## config.mk

```make
export PLATFORM = sky130hd
export DESIGN_NAME = instr_encoder_flat
export DESIGN_NICKNAME = d
export VERILOG_FILES = /design/src/rtl/rv_opcodes_pkg.sv /design/src/rtl/instr_encoder_if.sv /design/src/rtl/instr_encoder_onehot_to_index.sv /design/src/rtl/instr_encoder.sv /design/src/flat_wrapper.sv
export SDC_FILE = /design/constraint.sdc
export NUM_CORES = 1
export LEC_CHECK = 0
export CAP_MARGIN = 40
export CELL_PAD_IN_SITES_DETAIL_PLACEMENT = 2
export CELL_PAD_IN_SITES_GLOBAL_PLACEMENT = 2
export CORE_ASPECT_RATIO = 1.25
export CORE_UTILIZATION = 32
export DETAILED_ROUTE_END_ITERATION = 10
export PLACE_DENSITY = 0.92
export SLEW_MARGIN = 20
export SYNTH_ARGS = -nofsm -noshare
export SYNTH_HDL_FRONTEND = slang
export SYNTH_SLANG_ARGS = --single-unit
```

## constraint.sdc

```tcl
create_clock -name clk -period 8 [get_ports clk]
set_input_delay 1.2 -clock clk [delete_from_list [all_inputs] [get_ports clk]]
set_output_delay 1.2 -clock clk [all_outputs]
set_load 0.05 [all_outputs]
```

## src/rtl/rv_opcodes_pkg.sv

```systemverilog
// rv_opcodes_pkg: RISC-V major-opcode indexes (opcode[6:2]), instruction
// format enum and the index-to-format mapping shared by encoder and decoders.
package rv_opcodes_pkg;

  localparam logic [4:0] LOAD      = 5'd0;
  localparam logic [4:0] LOAD_FP   = 5'd1;
  localparam logic [4:0] MISC_MEM  = 5'd3;
  localparam logic [4:0] OP_IMM    = 5'd4;
  localparam logic [4:0] AUIPC     = 5'd5;
  localparam logic [4:0] OP_IMM_32 = 5'd6;
  localparam logic [4:0] STORE     = 5'd8;
  localparam logic [4:0] STORE_FP  = 5'd9;
  localparam logic [4:0] AMO       = 5'd11;
  localparam logic [4:0] OP        = 5'd12;
  localparam logic [4:0] LUI       = 5'd13;
  localparam logic [4:0] OP_32     = 5'd14;
  localparam logic [4:0] MADD      = 5'd16;
  localparam logic [4:0] MSUB      = 5'd17;
  localparam logic [4:0] NMSUB     = 5'd18;
  localparam logic [4:0] NMADD     = 5'd19;
  localparam logic [4:0] OP_FP     = 5'd20;
  localparam logic [4:0] BRANCH    = 5'd24;
  localparam logic [4:0] JALR      = 5'd25;
  localparam logic [4:0] JAL       = 5'd27;
  localparam logic [4:0] SYSTEM    = 5'd28;

  typedef enum logic [2:0] {
    FMT_I,
    FMT_S,
    FMT_B,
    FMT_U,
    FMT_J,
    FMT_R,
    FMT_R4,
    FMT_ILL
  } fmt_e;

  // Any index without a defined major opcode maps to FMT_ILL.
  function automatic fmt_e index_to_fmt(input logic [4:0] idx);
    fmt_e fmt;
    case (idx)
      LOAD, LOAD_FP, MISC_MEM, OP_IMM, OP_IMM_32, JALR, SYSTEM: fmt = FMT_I;
      STORE, STORE_FP:                                          fmt = FMT_S;
      BRANCH:                                                   fmt = FMT_B;
      AUIPC, LUI:                                               fmt = FMT_U;
      JAL:                                                      fmt = FMT_J;
      AMO, OP, OP_32, OP_FP:                                    fmt = FMT_R;
      MADD, MSUB, NMSUB, NMADD:                                 fmt = FMT_R4;
      default:                                                  fmt = FMT_ILL;
    endcase
    return fmt;
  endfunction

endpackage

```

## src/rtl/instr_encoder_if.sv

```systemverilog
// instr_encoder_if: request and result channels of the instruction encoder.
// The master side issues requests and consumes encoded words; the slave side
// is the encoder itself.
interface instr_encoder_if;

  logic        in_valid;
  logic        in_ready;
  logic [31:0] code;
  logic [4:0]  rd;
  logic [4:0]  rs1;
  logic [4:0]  rs2;
  logic [4:0]  rs3;
  logic [2:0]  funct3;
  logic [6:0]  funct7;
  logic [31:0] imm;

  logic        out_valid;
  logic        out_ready;
  logic [31:0] instr;
  logic        illegal;
  logic [15:0] illegal_count;

  modport master (
    output in_valid, code, rd, rs1, rs2, rs3, funct3, funct7, imm, out_ready,
    input  in_ready, out_valid, instr, illegal, illegal_count
  );

  modport slave (
    input  in_valid, code, rd, rs1, rs2, rs3, funct3, funct7, imm, out_ready,
    output in_ready, out_valid, instr, illegal, illegal_count
  );

endinterface

```

## src/rtl/instr_encoder_onehot_to_index.sv

```systemverilog
// onehot_to_index: combinational one-hot to binary index conversion, with a
// flag that is high only when exactly one input bit is set.
module onehot_to_index (
  input  logic [31:0] onehot_i,
  output logic [4:0]  index_o,
  output logic        valid_onehot_o
);

  // OR together the positions of all set bits; exact for a true one-hot input.
  always_comb begin
    index_o = '0;
    for (int n = 0; n < 32; n++) begin
      if (onehot_i[n]) begin
        index_o = index_o | 5'(n);
      end
    end
  end

  // x & (x-1) clears the lowest set bit, so it is zero only for zero or one set bit.
  assign valid_onehot_o = (onehot_i != 32'd0) &&
                          ((onehot_i & (onehot_i - 32'd1)) == 32'd0);

endmodule

```

## src/rtl/instr_encoder.sv

```systemverilog
// instr_encoder: two-stage valid/ready pipeline turning a one-hot opcode class
// plus register/immediate fields into a 32-bit RISC-V instruction word.
// S1 holds the request with its decoded index and format; S2 holds the
// formatted word. Illegal requests flow through as a zero word with illegal=1.
module instr_encoder
  import rv_opcodes_pkg::*;
(
  input  logic           clk,
  input  logic           rst,
  instr_encoder_if.slave bus
);

  logic [4:0]  decIndex;
  logic        decOneHot;
  fmt_e        decFmt;

  logic        s1Valid_q;
  fmt_e        s1Fmt_q;
  logic [4:0]  s1Index_q;
  logic [4:0]  s1Rd_q;
  logic [4:0]  s1Rs1_q;
  logic [4:0]  s1Rs2_q;
  logic [4:0]  s1Rs3_q;
  logic [2:0]  s1Funct3_q;
  logic [6:0]  s1Funct7_q;
  logic [31:0] s1Imm_q;

  logic        s2Valid_q;
  logic [31:0] instr_q;
  logic [31:0] instr_d;
  logic        illegal_q;
  logic        illegal_d;
  logic [15:0] illegalCount_q;
  logic [15:0] illegalCount_d;
  logic [6:0]  opcode;

  logic        s2Advance;
  logic        inFire;
  logic        outFire;

  onehot_to_index u_onehotToIndex (
    .onehot_i       (bus.code),
    .index_o        (decIndex),
    .valid_onehot_o (decOneHot)
  );

  // Non-one-hot codes and unlisted indexes share FMT_ILL so later logic has one illegal case.
  assign decFmt = decOneHot ? index_to_fmt(decIndex) : FMT_ILL;

  // S2 can take a new word when it is empty or its word leaves this cycle.
  assign s2Advance     = !s2Valid_q || bus.out_ready;
  assign bus.in_ready  = !s1Valid_q || s2Advance;
  assign inFire        = bus.in_valid && bus.in_ready;
  assign outFire       = s2Valid_q && bus.out_ready;

  assign bus.out_valid     = s2Valid_q;
  assign bus.instr         = instr_q;
  assign bus.illegal       = illegal_q;
  assign bus.illegal_count = illegalCount_q;

  // S1 occupancy: refilled (or emptied) whenever the stage may accept.
  always_ff @(posedge clk) begin
    if (rst) begin
      s1Valid_q <= 1'b0;
    end else if (bus.in_ready) begin
      s1Valid_q <= bus.in_valid;
    end
  end

  // S1 payload is only meaningful while s1Valid_q is set, so it needs no reset.
  always_ff @(posedge clk) begin
    if (inFire) begin
      s1Fmt_q    <= decFmt;
      s1Index_q  <= decIndex;
      s1Rd_q     <= bus.rd;
      s1Rs1_q    <= bus.rs1;
      s1Rs2_q    <= bus.rs2;
      s1Rs3_q    <= bus.rs3;
      s1Funct3_q <= bus.funct3;
      s1Funct7_q <= bus.funct7;
      s1Imm_q    <= bus.imm;
    end
  end

  // Pack S1 fields into the word for its format; illegal requests give all zeros.
  always_comb begin
    opcode    = {s1Index_q, 2'b11};
    instr_d   = 32'h0;
    illegal_d = 1'b0;
    case (s1Fmt_q)
      FMT_I:  instr_d = {s1Imm_q[11:0], s1Rs1_q, s1Funct3_q, s1Rd_q, opcode};
      FMT_S:  instr_d = {s1Imm_q[11:5], s1Rs2_q, s1Rs1_q, s1Funct3_q,
                         s1Imm_q[4:0], opcode};
      FMT_B:  instr_d = {s1Imm_q[12], s1Imm_q[10:5], s1Rs2_q, s1Rs1_q,
                         s1Funct3_q, s1Imm_q[4:1], s1Imm_q[11], opcode};
      FMT_U:  instr_d = {s1Imm_q[31:12], s1Rd_q, opcode};
      FMT_J:  instr_d = {s1Imm_q[20], s1Imm_q[10:1], s1Imm_q[11],
                         s1Imm_q[19:12], s1Rd_q, opcode};
      FMT_R:  instr_d = {s1Funct7_q, s1Rs2_q, s1Rs1_q, s1Funct3_q, s1Rd_q, opcode};
      FMT_R4: instr_d = {s1Rs3_q, s1Funct7_q[1:0], s1Rs2_q, s1Rs1_q,
                         s1Funct3_q, s1Rd_q, opcode};
      default: begin
        instr_d   = 32'h0;
        illegal_d = 1'b1;
      end
    endcase
  end

  // S2 output register; word and flag only change when a new word is loaded,
  // so they hold steady while the consumer stalls.
  always_ff @(posedge clk) begin
    if (rst) begin
      s2Valid_q <= 1'b0;
      instr_q   <= 32'h0;
      illegal_q <= 1'b0;
    end else if (s2Advance) begin
      s2Valid_q <= s1Valid_q;
      if (s1Valid_q) begin
        instr_q   <= instr_d;
        illegal_q <= illegal_d;
      end
    end
  end

  // Count only illegal words actually handed over, sticking at the maximum.
  always_comb begin
    illegalCount_d = illegalCount_q;
    if (outFire && illegal_q && (illegalCount_q != 16'hFFFF)) begin
      illegalCount_d = illegalCount_q + 16'd1;
    end
  end

  // Illegal-request counter register.
  always_ff @(posedge clk) begin
    if (rst) begin
      illegalCount_q <= 16'h0;
    end else begin
      illegalCount_q <= illegalCount_d;
    end
  end

endmodule

```

## src/flat_wrapper.sv

```systemverilog
// flat-port wrapper written by rule: the top's interface ports become plain ports
module instr_encoder_flat import rv_opcodes_pkg::*;
  (clk, rst, bus_in_valid, bus_code, bus_rd, bus_rs1, bus_rs2, bus_rs3, bus_funct3, bus_funct7, bus_imm, bus_out_ready, bus_in_ready, bus_out_valid, bus_instr, bus_illegal, bus_illegal_count);
  instr_encoder_if bus_i ();
  input  logic clk;
  input  logic rst;
  input wire logic [$bits(bus_i.in_valid)-1:0] bus_in_valid;
  input wire logic [$bits(bus_i.code)-1:0] bus_code;
  input wire logic [$bits(bus_i.rd)-1:0] bus_rd;
  input wire logic [$bits(bus_i.rs1)-1:0] bus_rs1;
  input wire logic [$bits(bus_i.rs2)-1:0] bus_rs2;
  input wire logic [$bits(bus_i.rs3)-1:0] bus_rs3;
  input wire logic [$bits(bus_i.funct3)-1:0] bus_funct3;
  input wire logic [$bits(bus_i.funct7)-1:0] bus_funct7;
  input wire logic [$bits(bus_i.imm)-1:0] bus_imm;
  input wire logic [$bits(bus_i.out_ready)-1:0] bus_out_ready;
  output wire logic [$bits(bus_i.in_ready)-1:0] bus_in_ready;
  output wire logic [$bits(bus_i.out_valid)-1:0] bus_out_valid;
  output wire logic [$bits(bus_i.instr)-1:0] bus_instr;
  output wire logic [$bits(bus_i.illegal)-1:0] bus_illegal;
  output wire logic [$bits(bus_i.illegal_count)-1:0] bus_illegal_count;
  assign bus_i.in_valid = bus_in_valid;
  assign bus_i.code = bus_code;
  assign bus_i.rd = bus_rd;
  assign bus_i.rs1 = bus_rs1;
  assign bus_i.rs2 = bus_rs2;
  assign bus_i.rs3 = bus_rs3;
  assign bus_i.funct3 = bus_funct3;
  assign bus_i.funct7 = bus_funct7;
  assign bus_i.imm = bus_imm;
  assign bus_i.out_ready = bus_out_ready;
  assign bus_in_ready = bus_i.in_ready;
  assign bus_out_valid = bus_i.out_valid;
  assign bus_instr = bus_i.instr;
  assign bus_illegal = bus_i.illegal;
  assign bus_illegal_count = bus_i.illegal_count;
  instr_encoder u_core (.clk(clk), .rst(rst), .bus(bus_i));
endmodule
```

# Word level (Yosys, flattened, before mapping)
# Memories as Yosys holds them, arrays and structs flattened. A register that Yosys moved wholly into a read port is not among the register bits.
# Cells that the tools add are included.
# word_totals
mem_count,1
in_bits,98
romBits,96
regBits,118
ramBits,0
word_cells,89
latch_bits,0
output_inout_bits,51
# classes
mux,47
n_shift,0
reduce_logical,18
div,0
add_sub_neg,2
n_bitwise,1
multipliers,0
magnitude_cmp,0
n_eq_ne,7
# mem_list
name,words,width,rd,rd_ports_with_merged_regs,write_ports,line,text
(name not given),32,3,1,1,0,rv_opcodes_pkg.sv:41,case (idx)
# ops
op,count
one-hot mux 32 bit (7 select lines),1
2-to-1 mux 32 bit,5
2-to-1 mux 5 bit,16
bitwise AND 32 bit,1
zero test 32 bit,1
2-to-1 mux 4 bit,8
nonzero test 32 bit,1
"subtractor 32 x 1 -> 32 bit, second input constant",1
"adder 16 x 1 -> 16 bit, second input constant",1
"!= test 16 bit, second input constant",1
2-to-1 mux 3 bit,4
2-to-1 mux 1 bit,11
"== test 3 bit, second input constant",3
OR reduction 7 bit,1
"== test 3 x 2 -> 1 bit, second input constant",2
nonzero test 2 bit,3
logical AND 1 bit,5
2-to-1 mux 2 bit,2
"== test 3 x 1 -> 1 bit, second input constant",1
zero test 1 bit,3
zero test 3 bit,1
logical OR 1 bit,2
AND reduction 2 bit,1

# Longest topological paths before layout
# Gate-level depths: netlist (run 1).
# logic_depth
depth_word,31
depth_mapped,7
ltp_nobuf,7

# By module
# Synthesis (run 1) repeated with hierarchy kept, for this count alone.
# unflattened
cells_unflattened,515
hier_area_um2,5662.9
# modules_own_cells
module,seq_area_each_um2,instances,area_per_inst_um2,cells_per_inst
instr_encoder,3103.0,1,5094.9,443
onehot_to_index,0.0,1,568.0,72

# Worst setup path before layout (run 1)
# OpenSTA, ideal clock, no wires.
# synth_timing
kind,input to register
from,in bus_out_ready
to,reg u_core.s1Fmt_q[0] (enable)
n_path_buf,0
setup_time_ps,435
path_slack_ps,4216
t_required_ps,7565
arrival_time_ps,3349
path_stages,3
path_cell_list,nor2b_1 > nand2_1 > and2_1
# synth_between
elab_chain_len,3
# synth_rtl
element,line,text
start: declaration,flat_wrapper.sv:16,input wire logic [$bits(bus_i.out_ready)-1:0] bus_out_ready;
logical OR 1 bit,instr_encoder.sv:51,assign s2Advance = !s2Valid_q || bus.out_ready;
logical OR 1 bit,instr_encoder.sv:52,assign bus.in_ready = !s1Valid_q || s2Advance;
net bus_in_ready,flat_wrapper.sv:17,output wire logic [$bits(bus_i.in_ready)-1:0] bus_in_ready;
logical AND 1 bit,instr_encoder.sv:53,assign inFire = bus.in_valid && bus.in_ready;
net u_core.inFire,instr_encoder.sv:38,logic inFire;
end: declaration,instr_encoder.sv:18,fmt_e s1Fmt_q;
# The timed path passes the listed nets, and every way through them passes these cells.
# A chain may end at the register's enable or synchronous reset.

# Worst setup path after layout (run 1)
# layout_timing
from,in bus_out_ready
to,out bus_in_ready
# layout_between
elab_chain_len,2
# layout_rtl
element,line
logical OR 1 bit,instr_encoder.sv:51
logical OR 1 bit,instr_encoder.sv:52
end: declaration,flat_wrapper.sv:17
# Every way passes these cells.

==> run metrics, run 1 <==
first-pass GRT wire length ~30000 um; Worst Path Required between 6000 and 7000 ps; sw power ~0.38 mW; fmax 253.3 MHz; Inst Count DP between 800 and 900; initial antenna violation count 0; cell row count between 50 and 60; Die W 115.3 um; Slew @ Worst Pin between 800 and 900 ps; Hold Vio Cnt, Final 0; Layout Area Growth over Synthesis 45.33%; Post-synth EDFFs 70; aggregate routed wire length about 20000 um; leading post-synthesis cells by cell area edfxtp_1, dfxtp_1, o21ai_0; Yosys cell types 59; hold depth 1; core area roughly 0.016 mm^2; max-cap violations 0; DR vias/cell between 5 and 6; total power 1.553 mW; Synth Register Bits 120; share of layout cells above drive strength 1 approximately 8.6%; count of cells resized by post-cts repair 0; Post-synth top flop edfxtp_1; starting density of the core ~33%; synthesized area around 0.005 mm^2; IR Drop Worst-Case VDD about 160 uV; Reg power frac between 40% and 50%; Synth warnings 0; Rel. slew slack a little over two fifths; top-count cell post-synth edfxtp_1; Mapped Nets around 560; remaining global-route overflow 0; Critical Path Source bus_out_ready; unrepaired setup endpoints after global routing no; WP data arrival between 2000 and 3000 ps; clock latency on the worst-skew pair 430 ps; CTS root buf clkbuf_16; CTS tree built; ANT nets after route 0; gpl congestion about 0.85; cell count after synthesis 458; post-CTS setup buffer count 0; skew final ~11 ps; CP Launch Type input pin; worst-path fanout max 4; vias in the first global route a little over 5000; Setup Crit Path Kind in2out; Hold Startpoint u_core.s1Index_q[2]; Synth top cells by count edfxtp_1, dfxtp_1, nand2_1, o21ai_0, nor2_1; switching share of total power 24.30%; cts hold-fix bufs 0; Logic pwr share under 10%; Async SR Flop Fraction 0%; Pleak roughly 2.5 nW; worst hold path type reg2reg; setup violators final 0; Core Util, Final a little under half; drt wl/cell between 20 and 25 um; R2R depth 5; final instance area about 0.0075 mm^2; PD cells around 210 mW/mm^2; clock network power share 47.4%; total number of vias roughly 4600; DR DRC count 0; CTS Sinks 120; Ports around 150; crit share post-route around half; Die H 143.6 um; area leader, netlist edfxtp_1; Post-DP Area around 0.007 mm^2; final cell count without fillers around 840; DP Worst Slack between 4000 and 5000 ps; syn avg cell area approximately 11 um^2; ant diodes 0; CTS Buffer Depth 2; Crit. End Element primary output; WHS around 470 ps; Die Area around 0.017 mm^2; CTS Buf Count 17; share of the synthesized area in the top cell type 40.93%; fin worst setup slack ~4000 ps; Power Internal between 1 and 1.5 mW; largest net degree at the start of global routing 71; Worst-path clk slew roughly 60 ps; PortBufs between 100 and 150; Max Slew Vio Count 0; hpwl dp between 10000 and 15000 um; Overall Global Routing Usage 25.05%; 1st-iter DRT viols around 260; status finished clean; H-tree depth 4; drt pass-1 iters 4; nets around 710; sequential-to-total area share from yosys stat 60.41%; min Tclk post-route approximately 3900 ps; r2r startpoint u_core.s1Fmt_q[0]; setup_tns 0 ps
## cells in the final DEF, fill, tap and decap left out, types with 5 or more instances in the layout
cell             netlist  layout
clkbuf_16              0      19
edfxtp_1              70      70
nor2b_1                7       6
nand2_1               49      49
a21oi_1               20      20
nor3_1                14      14
o21ai_0               39      39
nand4_1               15      15
inv_1                  8       8
nand3_1               11      11
dfxtp_1               50      50
clkinv_4               0       6
clkdlybuf4s50_1        0     148
nor4_1                11      11
a22o_1                15      15
mux2i_1                5       5
a22oi_1                8       8
nor2_1                33      33
or3_1                  6       6
xor2_1                 6       6
## power by group through the flow
stage                     Clock [mW]  Sequential (mW)  Combinational (mW)
after floorplan                    0            0.707              0.0336
after global placement             0            0.700               0.117
after detailed placement           0            0.703               0.121
after CTS                      0.748            0.692               0.124
after global routing           0.769            0.692               0.133
final                          0.736            0.691               0.126
## cell families after synthesis
| logic type | count (synthesis) | share of synthesized area [%] |
|---|---|---|
| AO/OA/AOI/OAI | 124 | 17.03 |
| XOR/XNOR | 9 | 1.535 |
| adder cells (fa/ha/maj) | 3 | 0.6577 |
| buffers and inverters | 27 | 2.071 |
| flip-flops | 120 | 60.41 |
| multiplexers | 6 | 1.194 |
| AND/OR/NAND/NOR | 169 | 17.10 |
## final cells by class
type,count,area (um^2)
Fill cell,1589,8169
Sequential cell,120,3103
Multi-Input combinational cell,311,1931
Timing Repair Buffer,155,1565
Clock buffer,20,479.2
Tap cell,212,265.3
Clock inverter,12,91.34
Inverter,8,30.03
## per-layer routing
metal  part of all wire (%)  GRT usage (%)
met1                     36          25.46
met3                    4.6          5.652
met4                    2.8          10.53
met2                     56          48.25
met5                      0              0
## sequential cells by signal, indices dropped and copies added (netlist names), 5 cells and up
signal / flops
u_core.s1Rs2_q: 5
u_core.s1Funct7_q: 7
u_core.bus.illegal_count: 16
u_core.bus.instr: 31
u_core.s1Rd_q: 5
u_core.s1Index_q: 5
u_core.s1Rs1_q: 5
u_core.s1Imm_q: 32
u_core.s1Rs3_q: 5
## worst paths after layout
kind | endpoint | slack [ps]
hold reg to reg | u_core.bus.instr[4] | 470
setup reg to reg | u_core.bus.instr[27] | 5450
hold / removal | u_core.bus.instr[4] | 470
setup / recovery | bus_in_ready | 4050
## worst max-delay path, cell delays in order
cell	delay [ps]
clkdlybuf4s50_1	440
nor2b_1	270
nand2_1	130
clkdlybuf4s50_1	710
Note: power is estimated with default switching activity, not from simulation.
==> run 2, diff against run 1 <==
CORE_UTILIZATION = 30   (was 32)
PLACE_DENSITY = 0.87   (was 0.92)
clock period = 4 ns   (was 8 ns; I/O delays follow)
==> run metrics, run 2 (synthesis gave the netlist of run 1 again) <==
min Tclk post-route between 3000 and 4000 ps; Die H 148.3 um (was 143.6 um); fmax around 330 MHz; post-CTS setup buffer count 0 (unchanged); Overall Global Routing Usage 22.82% (was 25.05%); CTS Buf Count 17 (unchanged); drt wl/cell 23.29 um (was 24.15 um); FF-to-FF setup slack 1740 ps (was 5450 ps); most common cell after layout, fill and taps aside clkdlybuf4s50_1 (unchanged); CTS root buf clkbuf_16 (unchanged); IR Drop Worst-Case VDD 262.8 uV (was 156.4 uV); setup violators final 0 (unchanged); Layout Area Growth over Synthesis 45.77% (was 45.33%); PD cells 418.6 mW/mm^2 (was 208.0 mW/mm^2); largest net degree at the start of global routing 71 (unchanged); worst hold path type reg2reg (unchanged); final instance area 0.007487 mm^2 (was 0.007465 mm^2); Setup Crit Path Kind in2reg (was in2out); Max Slew Vio Count 0 (unchanged); gpl congestion 0.9995 (was 0.8542); CTS Sinks 120 (unchanged); setup_tns 0 ps (unchanged); initial antenna violation count 1 (was 0); share of layout cells above drive strength 1 9.091% (was 8.626%); unrepaired setup endpoints after global routing no (unchanged); ANT nets after route 0 (unchanged); PortBufs 148 (unchanged); count of cells resized by post-cts repair 0 (unchanged); # fillers 1687 (was 1589); H-tree depth 4 (unchanged); worst-path fanout max 11 (was 4); Reg with most FFs u_core.s1Imm_q (unchanged); total power 3.134 mW (was 1.553 mW); vias in the first global route 5195 (was 5132); Hold Vio Cnt, Final 0 (unchanged); CP Launch Type input pin (unchanged); core area 0.01678 mm^2 (was 0.01563 mm^2); Pleak 2.477 nW (was 2.466 nW); total number of vias 4656 (was 4627); crit share post-route between 70 and 80%; status finished clean (unchanged); Post-DP Area 0.006875 mm^2 (was 0.006833 mm^2); Crit. End Element flop (was primary output); remaining global-route overflow 0 (unchanged); cts hold-fix bufs 0 (unchanged); Worst-path clk slew 60 ps (about the same); first-pass GRT wire length 30150 um (was 30220 um); CTS Buffer Depth 2 (unchanged); max-cap violations 0 (unchanged); DP Worst Slack 507.9 ps (was 4001 ps); cell row count 53 (was 51); most frequent cells in the layout clkdlybuf4s50_1, edfxtp_1, dfxtp_1, nand2_1, o21ai_0 (unchanged); Core Util, Final 44.63% (was 47.75%); clock latency on the worst-skew pair 420 ps (was 430 ps); hpwl dp 14170 um (was 13890 um); fin worst setup slack 982.3 ps (was 4052 ps); Slew @ Worst Pin 740.5 ps (was 843.5 ps); Ports 149 (unchanged); Rel. slew slack 50.63% (was 43.65%); 1st-iter DRT viols 280 (was 263); Die W 119.0 um (was 115.3 um); starting density of the core 30.61% (was 32.85%); drt pass-1 iters 5 (was 4); DR DRC count 0 (unchanged); Worst Path Required 4130 ps (was 6800 ps); WP data arrival 3150 ps (was 2750 ps); aggregate routed wire length 19750 um (was 20240 um); nets 713 (was 712); CTS tree built (unchanged); Die Area 0.01765 mm^2 (was 0.01656 mm^2); skew final 20.46 ps (was 10.95 ps); max FFs per register 32 (unchanged); DR vias/cell 5.491 (was 5.521)
## run 2: critical path, stage by stage
cell             delay [ps]
clkdlybuf4s50_1         530
nor4_4                  440
nand2_1                 370
o31ai_1                 400
nand3_1                 180
a2111oi_4               450
nand4_1                 190
## run 2: final cells by class
cell class / count / area [um^2] / area share [%]
flip-flops and latches: 120 / 3103 / 41.44
multi-input cells: 311 / 1936 / 25.85
clock buffers: 18 / 450.4 / 6.016
well taps: 220 / 275.3 / 3.676
repair buffers: 156 / 1555 / 20.77
diodes: 1 / 2.502 / 0.03342
inverters: 8 / 30.03 / 0.4011
clock inverters: 14 / 135.1 / 1.805
## run 2: worst paths after layout
check	cells after the start	to	startpoint
setup / recovery	7	u_core.s1Fmt_q[0]	bus_code[6]
hold / removal	2	u_core.bus.instr[31]	u_core.bus.instr[31]
setup reg to reg	7	u_core.bus.illegal_count[4]	u_core.bus.illegal_count[0]
hold reg to reg	2	u_core.bus.instr[31]	u_core.bus.instr[31]
## run 2: metrics by stage
stage / std cells / hold slack (ps)
3_3_place_gp: 811 / 435.7
4_1_cts: 844 / 477.5
6_report: 848 / 472.4
2_1_floorplan: 458 / 442.2
5_1_grt: 848 / 492.6
3_5_place_dp: 812 / 447.7
## run 2: power breakdown
part	leakage [nW]	switching (mW)	internal, mW
logic	1.12	0.130	0.124
clock network	0.288	0.595	0.905
registers	1.07	0.0240	1.36
total	2.48	0.749	2.38
## run 2: per-layer routing
layer | routed length [um] | track usage, %
met1 | 7145 | 23.15
met2 | 11120 | 44.39
met4 | 636 | 10.13
met3 | 845 | 4.640
met5 | 0 | 0
